==> config.mk <==
export PLATFORM = sky130hd
export DESIGN_NAME = modulator_scheduler
export DESIGN_NICKNAME = d
export VERILOG_FILES = /design/src/rtl/modsched_pkg.sv /design/src/rtl/rr_arbiter2.sv /design/src/rtl/modulator_scheduler.sv
export SDC_FILE = /design/constraint.sdc
export NUM_CORES = 1
export LEC_CHECK = 0
export CAP_MARGIN = 0
export CORE_ASPECT_RATIO = 1.1
export CORE_MARGIN = 1.5
export CORE_UTILIZATION = 46
export CTS_CLUSTER_DIAMETER = 30
export CTS_CLUSTER_SIZE = 40
export DETAILED_ROUTE_END_ITERATION = 7
export GPL_TIMING_DRIVEN = 1
export PLACE_DENSITY = 0.85
export SETUP_SLACK_MARGIN = 0.15
export SLEW_MARGIN = 20
export SYNTH_ARGS = -nofsm -noshare
export SYNTH_HDL_FRONTEND = slang
export SYNTH_SLANG_ARGS = --single-unit
==> constraint.sdc <==
create_clock -name clk -period 2.22 [get_ports clk]
set_input_delay 0.666 -clock clk [delete_from_list [all_inputs] [get_ports clk]]
set_output_delay 0.666 -clock clk [all_outputs]
set_load 0.01 [all_outputs]
==> src/rtl/modsched_pkg.sv <==
// rtl/modsched_pkg.sv - shared types, field widths and counter sizing for the modulator scheduler
// Contents: state_t (IDLE/ISSUE/HOLD), MSG_W, CNT_W, REP_MAX, ctr_width().
package modsched_pkg;

    localparam int MSG_W   = 5;
    localparam int CNT_W   = 3;
    localparam int REP_MAX = 1 << CNT_W;

    typedef enum logic [1:0] {
        IDLE  = 2'd0,
        ISSUE = 2'd1,
        HOLD  = 2'd2
    } state_t;

    // Hold counter must represent REP_MAX*symbol_cycles-1, the longest hold minus one.
    function automatic int ctr_width(input int symbol_cycles);
        return $clog2(REP_MAX * symbol_cycles);
    endfunction

endpackage

==> src/rtl/rr_arbiter2.sv <==
// rtl/rr_arbiter2.sv - two-input round-robin arbiter with update-on-grant pointer
// Ports:
//   clk, rst     clock, synchronous active-high reset
//   req[1:0]     request vector
//   update       commit the current winner into the pointer
//   gnt_idx      index of the winner (valid when any_req)
//   any_req      at least one request present
module rr_arbiter2 (
    input  logic       clk,
    input  logic       rst,
    input  logic [1:0] req,
    input  logic       update,
    output logic       gnt_idx,
    output logic       any_req
);

    // Reset to 1 so requester 0 wins the first tie.
    logic last_grant;

    always_comb begin
        any_req = req[0] | req[1];
        if (req[0] && req[1]) begin
            gnt_idx = ~last_grant;
        end else begin
            gnt_idx = req[1];
        end
    end

    always_ff @(posedge clk) begin
        if (rst) begin
            last_grant <= 1'b1;
        end else if (update && any_req) begin
            last_grant <= gnt_idx;
        end
    end

endmodule

==> src/rtl/modulator_scheduler.sv <==
// rtl/modulator_scheduler.sv - shares the modulator/PWM transmit path between two requesters
// Ports:
//   clk, rst                      clock, synchronous active-high reset
//   req0/1, mode0/1, message0/1,  pending command per requester, held until ack
//   cnt0/1
//   ack0, ack1                    one-cycle capture pulse to the winner
//   send                          one-cycle start strobe to the modulator
//   mode, message, cnt            latched command fields
//   busy                          path occupied (ISSUE or HOLD)
//   done                          one-cycle pulse in the IDLE cycle after the hold
//   grant                         requester being served
module modulator_scheduler
    import modsched_pkg::*;
#(
    parameter int SYMBOL_CYCLES = 256
) (
    input  logic             clk,
    input  logic             rst,
    input  logic             req0,
    input  logic             req1,
    input  logic             mode0,
    input  logic             mode1,
    input  logic [MSG_W-1:0] message0,
    input  logic [MSG_W-1:0] message1,
    input  logic [CNT_W-1:0] cnt0,
    input  logic [CNT_W-1:0] cnt1,
    output logic             ack0,
    output logic             ack1,
    output logic             send,
    output logic             mode,
    output logic [MSG_W-1:0] message,
    output logic [CNT_W-1:0] cnt,
    output logic             busy,
    output logic             done,
    output logic             grant
);

    localparam int CTR_W = ctr_width(SYMBOL_CYCLES);

    state_t           state;
    logic [CTR_W-1:0] hold_ctr;
    logic [CTR_W-1:0] hold_load;
    logic             gnt_idx;
    logic             any_req;
    logic             capture;

    // Requests are only looked at in IDLE; while busy they simply stay pending.
    assign capture = (state == IDLE) && any_req;

    rr_arbiter2 u_arb (
        .clk     (clk),
        .rst     (rst),
        .req     ({req1, req0}),
        .update  (capture),
        .gnt_idx (gnt_idx),
        .any_req (any_req)
    );

    // N-1 = (cnt+1)*S-1 rewritten as cnt*S + (S-1): every intermediate stays
    // below 8*S, so nothing overflows the counter width.
    assign hold_load = CTR_W'(cnt) * CTR_W'(SYMBOL_CYCLES) + CTR_W'(SYMBOL_CYCLES - 1);

    assign send = (state == ISSUE);
    assign busy = (state != IDLE);

    always_ff @(posedge clk) begin
        if (rst) begin
            state    <= IDLE;
            hold_ctr <= '0;
            ack0     <= 1'b0;
            ack1     <= 1'b0;
            done     <= 1'b0;
            grant    <= 1'b0;
            mode     <= 1'b0;
            message  <= '0;
            cnt      <= '0;
        end else begin
            ack0 <= 1'b0;
            ack1 <= 1'b0;
            done <= 1'b0;
            case (state)
                IDLE: begin
                    if (capture) begin
                        mode    <= gnt_idx ? mode1    : mode0;
                        message <= gnt_idx ? message1 : message0;
                        cnt     <= gnt_idx ? cnt1     : cnt0;
                        grant   <= gnt_idx;
                        ack0    <= ~gnt_idx;
                        ack1    <= gnt_idx;
                        state   <= ISSUE;
                    end
                end
                ISSUE: begin
                    hold_ctr <= hold_load;
                    state    <= HOLD;
                end
                HOLD: begin
                    if (hold_ctr == '0) begin
                        done  <= 1'b1;
                        state <= IDLE;
                    end else begin
                        hold_ctr <= hold_ctr - 1'b1;
                    end
                end
                default: begin
                    state <= IDLE;
                end
            endcase
        end
    end

endmodule

== Yosys cells after proc, flatten, opt, wreduce, memory -nomap -nowiden ==
Cells that the tools add are included.
Cells by class
  bitwise operators: 6
  equality and inequality tests: 5
  muxes and demuxes: 10
  add/subtract/negate cells: 2
  reductions and logical operators: 12
Operators with widths (count)
  11-bit case mux with 2 select lines: 1
  11-bit by 8-bit adder with 11-bit output, second input constant: 1
  11-bit logical NOT: 1
  11-bit two-way mux: 1
  11-bit by 1-bit subtractor with 11-bit output, second input constant: 1
  2-bit case mux with 3 select lines: 1
  2-bit AND reduction: 3
  5-bit two-way mux: 1
  1-bit inverter: 5
  2-bit two-way mux: 2
  2-bit inequality test, second input constant: 2
  2-bit nonzero test: 2
  1-bit logical AND: 3
  1-bit two-way mux: 3
  3-bit two-way mux: 1
  3-bit OR reduction: 1
  2-bit by 1-bit == test with 1-bit output, second input constant: 1
  2-bit == test, second input constant: 1
  2-bit logical NOT: 1
  2-bit by 1-bit inequality test with 1-bit output, second input constant: 1
  2-bit OR reduction: 1
  1-bit OR: 1
Word-level totals
  output and inout port bits: 15
  input bits: 22
  register bits after elaboration: 27
  word-level logic and storage cells: 45

== Longest topological paths before layout ==
Gate-level depths: netlist of the first run.
  depth after elaboration: 4
  depth in mapped cells: 8
  gate-level depth less buffers: 6

== By module ==
From an unflattened synthesis of the first run, not the netlist that was laid out.
Second synthesis, totals
  cell total of the unflattened synthesis: 153
  area, all modules: 1357.6 um2
By module, submodules not included
  modulator_scheduler: sequential area each 520.5 um2, instances 1, cells an instance 147, area an instance 1301.2 um2
  rr_arbiter2: sequential area each 20.0 um2, instances 1, cells an instance 6, area an instance 56.3 um2

== Least setup slack after synthesis of the first run ==
Ideal clock, no wire load.
  kind: register -> register
  from: register hold_ctr[0]
  to: register hold_ctr[1]
  slack: 0.233 ns
  clock period less this slack: 1.987 ns
  data arrival time: 1.896 ns
  path buffers: 2
  setup time: 0.091 ns
  required time: 2.129 ns
  cell stages (with the launch flop): 9
  cell sequence: dfxtp_1 > inv_1 > ha_1 > or4b_1 > buf_2 > o41ai_4 > buf_6 > nand2_1 > a311oi_1
On the way
  word-level cells in the longest chain between the ends: 3
  elaborated cells between the ends (all ways): 6
  those cells by class: 1 x add/sub; 1 x eq/ne; 2 x mux; 2 x reduce/logical
RTL lines
  from (decl): line modulator_scheduler.sv:41  | logic [CTR_W-1:0] hold_ctr;
  from (signal assigned): line modulator_scheduler.sv:94  | hold_ctr <= hold_load;
  from (signal assigned): line modulator_scheduler.sv:102  | hold_ctr <= hold_ctr - 1'b1;
  11-bit by 1-bit subtractor with 11-bit output / 11-bit logical NOT (equally long branches): line modulator_scheduler.sv:102, modulator_scheduler.sv:98
  11-bit two-way mux / 2-bit inequality test (equally long branches)
  11-bit case mux with 2 select lines / 2-bit AND reduction (equally long branches)
Several ways; a longest one is shown, not always the timed one. The select of a mux whose other input is x is not followed.
A chain may end at the register's enable or synchronous reset.

== Worst setup path in the final report of the first run ==
  from: register state[0]
  to: output port busy
On the way
  word-level cells in the longest chain between the ends: 1
RTL lines
  from (decl): line modulator_scheduler.sv:40  | state_t state;
  from (signal assigned): line modulator_scheduler.sv:68  | state <= IDLE;
  from (signal assigned): line modulator_scheduler.sv:90  | state <= ISSUE;
  from (signal assigned): line modulator_scheduler.sv:95  | state <= HOLD;
  2-bit nonzero test: line modulator_scheduler.sv:64  | assign busy = (state != IDLE);
  to (decl): line modulator_scheduler.sv:33  | output logic busy,
No other way between the ends.

==> results.yml, run 1 <==
run_status:
  status: "completed"
grt:
  overflow: 0
  antenna_found_initial: 0
  grt_pass1_wl_um: 4885
  grt_pass1_vias: 1206
  grt_start_max_net_pins: 28
  grtUsageTotal_pct: 20.96
detailed_routing:
  antenna_violating_nets_post_route: 0
  drt_drc_violations_left: 0
  drt_wl_total_um: 3111
  routed-via-count: 1230
  wl_per_cell_um: 14.74
  via_per_inst: 5.829
  drtPass1Iterations: 4
  drt_first_iter_violations: 46
sta:
  grt_setup_unrepaired: "yes"
  final_count_of_pins_violating_max_slew: 0
  finalSetupTns_ps: 0
  final_period_minus_worst_setup_slack_ps: 2032
  max_clock_freq_mhz: 492.2
  skew_ps: 2.939
  final-setup-viol-count: 0
  max-slew-margin-rel_pct: 64.83
  finalHoldViolCount: 0
  worstMarginPinSlew_ps: 520.7
  timing.final.crit_share_pct: 91.51
  setup_slack_ps: 188.4
  holdWs_ps: 488.5
critical_path:
  cp_slowest_cell: "clkdlybuf4s50_1"
  crit_fanout: 6
  cp_cell_sequence: "nor2_4 > inv_1 > clkdlybuf4s50_1"
  critical_path.endpoint_type: "output port"
  timing.setup.critical_path_class: "flip-flop to output port"
  critPathLaunchType: "flip-flop"
  worst_ep_required_time_ps: 1550
  cp.arrival_ps: 1370
  max_stage_delay_ps: 520
finish:
  final_cell_count_no_fill: 211
  fill_cells: 199
  area_overhead_vs_synth_pct: 37.16
  post-route-util_pct: 68.18
  layout_common_cells: "clkdlybuf4s50_1, dfxtp_1, nor2_1"
  final_nets: 204
  final-seq-area_um2: 545.5
  final_area_um2: 1750
  multiInputGateArea_um2: 673.1
  diodes: 0
  drive_above_1_share_pct: 16.11
  layout.cells.most_common: "clkdlybuf4s50_1"
clocking:
  clkTransAtPathRegs_ps: 140
  cts_tree: "built"
  cts_sinks: 27
  cts.path.max_buffers: 2
  tritoncts.num_buffers: 3
  clk-insertion-delay-late_ps: 320
  cts-hold-fix-buffers: 0
  htree_levels: 1
  cts.root.buffer_cell: "clkbuf_4"
yosys:
  synth_warnings: 0
  syn_nets: 162
  synth_top_family_by_area: "compound AO/OA/AOI/OAI gates"
  synth_cell_type_count: 42
  cells_after_synthesis: 139
  yosys-top-cells-area: "dfxtp_1, mux2i_1, a211oi_1"
  synth_async_sr_flop_share_pct: 0
  post_synth_mux_area_share_pct: 7.059
  dominantRegCellSynth: "dfxtp_1"
  ys_ff_latch: 27
  share_of_synthesized_area_occupied_by_flip_flops_and_latches_pct: 42.35
  synth-xor-area-share_pct: 0
  synth.cell_area_um2: 1276
  yosys.area.top_type_share_pct: 42.35
  post-synth-top-area-cell: "dfxtp_1"
  edff_count_synth: 0
  synth-simple-area-share_pct: 19.22
  synth_compound_area_share_pct: 24.41
  average_cell_area_after_synthesis_um2: 9.181
  synth_adder_area_share_pct: 0.9804
power:
  power.static_leakage_nw: 0.6548
  vdd.ir_drop.worst_mv: 0.4764
  cellPowerDensity_nw_per_um2: 730.5
  fin_total_pwr_mw: 1.279
floorplan:
  die_h_um: 58.25
  floorplan.io_pins: 37
  die_width_um: 53.22
  site_row_count: 19
  floorplan.die_area_um2: 3100
  core_area_um2: 2567
  initial_core_util_pct: 49.71
placement:
  io_buffer_count: 36
  dp_cells: 204
  final_weighted_congestion_of_routability_driven_global_placement: 0.7935
  dp.final_hpwl_um: 2185
  placedInstanceArea_um2: 1683
  setup_ws_pre_cts_ps: 67.70
min_path:
  hp-class: "flip-flop to flip-flop"
job:
  cap_violations: 0
[synth_stat cells, types with 3 or more instances]
cell type / number
clkbuf_1: 3
nor2_1: 19
o21ai_0: 3
inv_1: 5
nor3_1: 6
nand2b_1: 3
a311oi_1: 3
nand2_1: 7
a31oi_1: 6
mux2i_1: 9
a211oi_1: 10
dfxtp_1: 27
[cell families after synthesis]
family / after synthesis
compound gates: 40
fa+ha+maj: 1
buf+inv: 14
flops: 27
mux: 9
simple gates: 48
[where the power goes]
part	switching (mW)	leakage [nW]	internal, mW
clock	0.142	0.0150	0.0704
sequential	0.0606	0.224	0.549
combinational	0.221	0.415	0.235
total	0.424	0.655	0.854
[flip-flops by register name (all words and copies together), names as in the netlist]
name              count
message               5
done                  1
hold_ctr             11
cnt                   3
mode                  1
ack1                  1
grant                 1
state                 2
u_arb.last_grant      1
ack0                  1
[final timing paths]
kind	to	slack, ps	start	cells after the start
hold / removal	hold_ctr[0]	490	hold_ctr[0]	1
setup reg to reg	hold_ctr[1]	230	hold_ctr[0]	7
setup / recovery	busy	190	state[0]	3
hold reg to reg	hold_ctr[0]	490	hold_ctr[0]	1
[routing by layer]
metal / wire (µm) / global-route usage [%] / part of all wire [%] / vias up
met5: 0 / 0 / 0 / -
met3: 235 / 3.866 / 7.6 / 4
met2: 1587 / 38.80 / 51 / 57
met1: 1262 / 22.51 / 41 / 567
met4: 25 / 8.791 / 0.80 / 0
li1: - / - / - / 602
[repair_timing]
item / in CTS / in global routing
gates resized for setup: 8 / 2
setup buffers: 0 / 2
endpoints found under the setup margin: 6 / 9
gates cloned: 1 / 0
pin swaps: 0 / 2
[layout make-up]
| type | count | share of cell area (%) |
|---|---|---|
| Multi-Input combinational cell | 98 | 38.46 |
| Sequential cell | 27 | 31.17 |
| Timing Repair Buffer | 46 | 25.59 |
| Tap cell | 31 | 2.216 |
| Clock buffer | 4 | 1.501 |
| Inverter | 5 | 1.072 |
[critical path: cells and delay by family (launching register included)]
| family | cells | cell delay, ps |
|---|---|---|
| buf+inv | 2 | 570 |
| flops | 1 | 420 |
| simple gates | 1 | 60 |
No activity file was read; power rests on OpenSTA's default activity.
==> run 2, diff against run 1 <==
- CORE_ASPECT_RATIO: 1.1 -> 0.8
- GPL_ROUTABILITY_DRIVEN: default -> 0
- clock period: 2.22 -> 2.2 ns (I/O delays scaled with it)
==> results.yml, run 2 (synthesis results as in run 1) <==
clocking:
  htree_levels: 1
  cts.path.max_buffers: 2
  cts.root.buffer_cell: "clkbuf_4"
  cts_tree: "built"
  cts-hold-fix-buffers: 0
  clk-insertion-delay-late_ps: 330
  tritoncts.num_buffers: 3
  cts_sinks: 27
  clkTransAtPathRegs_ps: 130
finish:
  post-route-util_pct: 70.47
  layout.cells.most_common: "clkdlybuf4s50_1"
  largest_register_ff_count: 11
  layout_common_cells: "clkdlybuf4s50_1, dfxtp_1, nor2_1"
  final_area_um2: 1792
  diodes: 0
  final_nets: 206
  regMostFlops: "hold_ctr"
  drive_above_1_share_pct: 19.78
  area_overhead_vs_synth_pct: 40.39
  largestRegisters: "hold_ctr (11), message (5), cnt (3)"
  fill_cells: 195
critical_path:
  worst_ep_required_time_ps: 2440
  timing.rr.start: "hold_ctr[1]"
  critPathLaunchType: "flip-flop"
  cp.arrival_ps: 2260
  timing.rr.end: "hold_ctr[9]"
  critical_path.endpoint_type: "flip-flop"
  timing.setup.critical_path_class: "flip-flop to flip-flop"
  worstRegToRegCells: 8
  crit_fanout: 4
  reg2reg_setup_slack_ps: 180
min_path:
  hp-class: "flip-flop to flip-flop"
  timing.hold.worst.start: "hold_ctr[0]"
  hold_depth: 1
  worst_min_delay_path_endpoint: "hold_ctr[0]"
grt:
  grt_pass1_wl_um: 5133
  grtUsageTotal_pct: 21.78
  overflow: 0
  grt_pass1_vias: 1159
  grt_start_max_net_pins: 28
  antenna_found_initial: 0
placement:
  placedInstanceArea_um2: 1692
  dp.final_hpwl_um: 2292
  io_buffer_count: 36
power:
  power.static_leakage_nw: 0.6754
  clkPwrFrac_pct: 16.5
  power_frac_seq_pct: 47.0
  internal_power_mw: 0.8718
  cellPowerDensity_nw_per_um2: 734.3
  comb_power_share_pct: 36.5
  vdd.ir_drop.worst_mv: 0.5571
  swShare_pct: 33.74
  net_switching_power_of_the_design_mw: 0.4439
  fin_total_pwr_mw: 1.316
floorplan:
  die_width_um: 61.89
  die_h_um: 50.11
  site_row_count: 16
  floorplan.die_area_um2: 3101
  core_area_um2: 2542
  initial_core_util_pct: 50.20
  floorplan.io_pins: 37
detailed_routing:
  drtPass1Iterations: 4
  antenna_violating_nets_post_route: 0
  wl_per_cell_um: 14.64
  routed-via-count: 1254
  drt_wl_total_um: 3191
  via_per_inst: 5.752
  drt_drc_violations_left: 0
  drt_first_iter_violations: 155
sta:
  finalHoldViolCount: 0
  final_count_of_pins_violating_max_slew: 0
  finalSetupTns_ps: 0
  final-setup-viol-count: 0
  max_clock_freq_mhz: 495.2
  holdWs_ps: 495.6
  grt_setup_unrepaired: "yes"
  skew_ps: 10.00
  timing.final.crit_share_pct: 91.79
  max-slew-margin-rel_pct: 64.90
  worstMarginPinSlew_ps: 519.7
  final_period_minus_worst_setup_slack_ps: 2019
job:
  cap_violations: 0
run_status:
  status: "completed"
[run 2: worst max-delay path by stage]
stage | startpoint | to | slack, ps | cells past startpoint
finish | hold_ctr[1] | hold_ctr[9] | 180 | 8
global placement | req1 | cnt[0] | 160 | 5
global route | hold_ctr[1] | hold_ctr[9] | 90 | 8
floorplan | hold_ctr[0] | hold_ctr[1] | 210 | 8
CTS | state[1] | busy | 80 | 3
detailed placement | req1 | message[2] | 120 | 5
[run 2: routing by layer]
metal / routed length [µm] / track usage, % / vias to the layer above
met2: 1626 / 35.96 / 46
met3: 184 / 3.937 / 5
met1: 1337 / 28.09 / 594
li1: - / - / 609
met5: 0 / 0 / -
met4: 43 / 7.092 / 0
[run 2: critical path: stages (launching register included)]
cell	delay [ps]
dfxtp_2	370
inv_2	70
ha_4	130
or4b_4	490
o41ai_4	380
buf_4	190
buf_4	100
a22oi_1	80
o32ai_1	130
[run 2: area by class of cell]
cell class | count | area (µm²) | area share (%)
Sequential cell | 27 | 550.5 | 30.73
Timing Repair Buffer | 48 | 452.9 | 25.28
Multi-Input combinational cell | 98 | 698.2 | 38.97
Tap cell | 36 | 45.04 | 2.514
Inverter | 5 | 18.77 | 1.047
Clock buffer | 4 | 26.28 | 1.466
[run 2: power by group through the flow]
stage               Sequential (mW)  Clock (mW)  Combinational [mW]
floorplan                     0.619           0               0.256
global placement              0.616           0               0.422
detailed placement            0.620           0               0.439
CTS                           0.611       0.213               0.446
global route                  0.628       0.238               0.526
finish                        0.618       0.217               0.480
[run 2: repair_timing]
item | 4_1_cts | 5_1_grt
buffers inserted | 0 | 2
gates resized for setup | 5 | 14
cloned | 0 | 1
setup endpoints to repair | 8 | 8
pin swaps | 1 | 4
[run 2: per-stage QoR]
step           std cells  worst slack, ps
2_1_floorplan        139            213.1
3_3_place_gp         211            162.3
3_5_place_dp         211            117.9
4_1_cts              215            78.32
5_1_grt              218            94.00
6_report             218            180.7
==> run 3, diff against run 2 <==
- CORE_ASPECT_RATIO: 0.8 -> 0.9
==> results.yml, run 3 (synthesis results as in run 1) <==
grt:
  grt_pass1_wl_um: 5064
  grtUsageTotal_pct: 21.27
  gr-usage-met3_pct: 6.601
  gr-max-usage-layer: "met2"
  grtUsageMet1_pct: 24.81
  antenna_found_initial: 0
  grt_pass1_vias: 1161
  overflow: 0
  grtUsageMet2_pct: 37.83
  grt_start_max_net_pins: 19
clocking:
  tritoncts.num_buffers: 3
  cts.path.max_buffers: 2
  htree_levels: 1
  cts_tree: "built"
  clkTransAtPathRegs_ps: 140
  clk-insertion-delay-late_ps: 320
  cts_sinks: 27
  cts.root.buffer_cell: "clkbuf_4"
power:
  net_switching_power_of_the_design_mw: 0.4265
  power.static_leakage_nw: 0.6464
  swShare_pct: 33.37
  clkPwrFrac_pct: 16.8
  vdd.ir_drop.worst_mv: 0.5687
  internal_power_mw: 0.8517
  power_frac_seq_pct: 48.2
  cellPowerDensity_nw_per_um2: 741.3
  fin_total_pwr_mw: 1.278
  comb_power_share_pct: 35.0
detailed_routing:
  routed-via-count: 1213
  drt_wl_total_um: 3135
  drt_first_iter_violations: 43
  antenna_violating_nets_post_route: 0
  wl_per_cell_um: 15.14
  drt_drc_violations_left: 0
  drtPass1Iterations: 6
  via_per_inst: 5.860
min_path:
  hold_depth: 2
  worst_min_delay_path_endpoint: "hold_ctr[10]"
  hp-class: "flip-flop to flip-flop"
  timing.hold.worst.start: "cnt[2]"
finish:
  final_cell_count_no_fill: 207
  area_overhead_vs_synth_pct: 35.10
  diodes: 0
  layout_common_cells: "clkdlybuf4s50_1, dfxtp_1, nor2_1"
  regMostFlops: "hold_ctr"
  final_nets: 203
  largestRegisters: "hold_ctr (11), message (5), cnt (3)"
  largest_register_ff_count: 11
  drive_above_1_share_pct: 16.20
  layout.cells.most_common: "clkdlybuf4s50_1"
  post-route-util_pct: 68.12
critical_path:
  worst_ep_required_time_ps: 2470
  critical_path_buffer_and_inverter_count: 1
  critPathLaunchType: "flip-flop"
  max_stage_delay_ps: 630
  cp.arrival_ps: 2230
  crit_fanout: 4
  cp_cell_sequence: "inv_1 > ha_2 > or4b_4 > or4_2 > a31oi_1"
  worstRegToRegCells: 5
  crit_family: "simple AND/OR/NAND/NOR gates"
  critical_path.endpoint_type: "flip-flop"
  timing.rr.end: "hold_ctr[6]"
  timing.rr.start: "hold_ctr[1]"
  reg2reg_setup_slack_ps: 240
  cp_slowest_cell: "or4_2"
  timing.setup.critical_path_class: "flip-flop to flip-flop"
placement:
  io_buffer_count: 36
  dp.final_hpwl_um: 2345
  dp_cells: 202
floorplan:
  site_row_count: 17
  floorplan.die_area_um2: 3100
  die_h_um: 52.97
  die_width_um: 58.52
  floorplan.io_pins: 37
  initial_core_util_pct: 50.42
  core_area_um2: 2531
run_status:
  status: "completed"
sta:
  final_count_of_pins_violating_max_slew: 0
  finalSetupTns_ps: 0
  finalHoldViolCount: 0
  timing.final.crit_share_pct: 89.25
  skew_ps: 6.673
  worstMarginPinSlew_ps: 559.9
  max-slew-margin-rel_pct: 62.18
  final-setup-viol-count: 0
  final_period_minus_worst_setup_slack_ps: 1964
  grt_setup_unrepaired: "no"
  max_clock_freq_mhz: 509.3
job:
  cap_violations: 0
-- run 3: changes by cell type in the layout (fill, tap and decap cells not counted), moves of 2 or more --
cell      before  now
dfxtp_4        2    0
a311oi_1       1    3
a311oi_2       2    0
dfxtp_2        2    4
-- run 3: worst min-delay path: stages, from the launching register on --
cell and delay, ps:
dfxtp_1 360, nand2_1 60, a221oi_1 60
-- run 3: layout make-up --
class | instances | area, µm²
fill | 190 | 807.0
clock buffer | 4 | 26.28
inverter | 5 | 18.77
tap | 28 | 35.03
timing repair buffer | 45 | 425.4
sequential | 27 | 545.5
multi-input combinational | 98 | 673.1
-- run 3: what timing repair did --
| action | CTS | global route |
|---|---|---|
| gates resized for setup | 11 | 0 |
| pin swaps | 1 | 1 |
| hold buffers | 0 | 0 |
| endpoints found under the setup margin | 9 | 1 |
| setup buffers | 1 | 0 |
-- run 3: through the flow --
stage	hold WS [ps]	worst slack [ps]	cell area (µm²)
floorplan	462.3	213.1	1276
global placement	487.3	151.4	1674
detailed placement	496.8	16.87	1674
CTS	501.3	225.3	1724
global route	512.4	153.4	1724
finish	509.9	236.4	1724
-- run 3: how the worst max path moves through the flow --
stage / depth (start not counted) / slack [ps] / startpoint / end
final: 5 / 240 / hold_ctr[1] / hold_ctr[6]
after global routing: 5 / 150 / hold_ctr[1] / hold_ctr[6]
after CTS: 5 / 230 / hold_ctr[1] / hold_ctr[6]
after detailed placement: 5 / 20 / req1 / message[2]
after global placement: 5 / 150 / req1 / mode
after floorplan: 8 / 210 / hold_ctr[0] / hold_ctr[1]
-- run 3: power by group through the flow --
stage | Sequential, mW | Clock, mW | Combinational [mW]
floorplan | 0.619 | 0 | 0.256
global placement | 0.615 | 0 | 0.414
detailed placement | 0.620 | 0 | 0.434
CTS | 0.614 | 0.220 | 0.447
global route | 0.625 | 0.237 | 0.489
finish | 0.616 | 0.215 | 0.447
-- run 3: per-layer routing --
layer | part of all wire (%) | wire length (µm)
met5 | 0 | 0
met4 | 0.32 | 10
met3 | 7.1 | 224
met2 | 48 | 1512
met1 | 44 | 1388
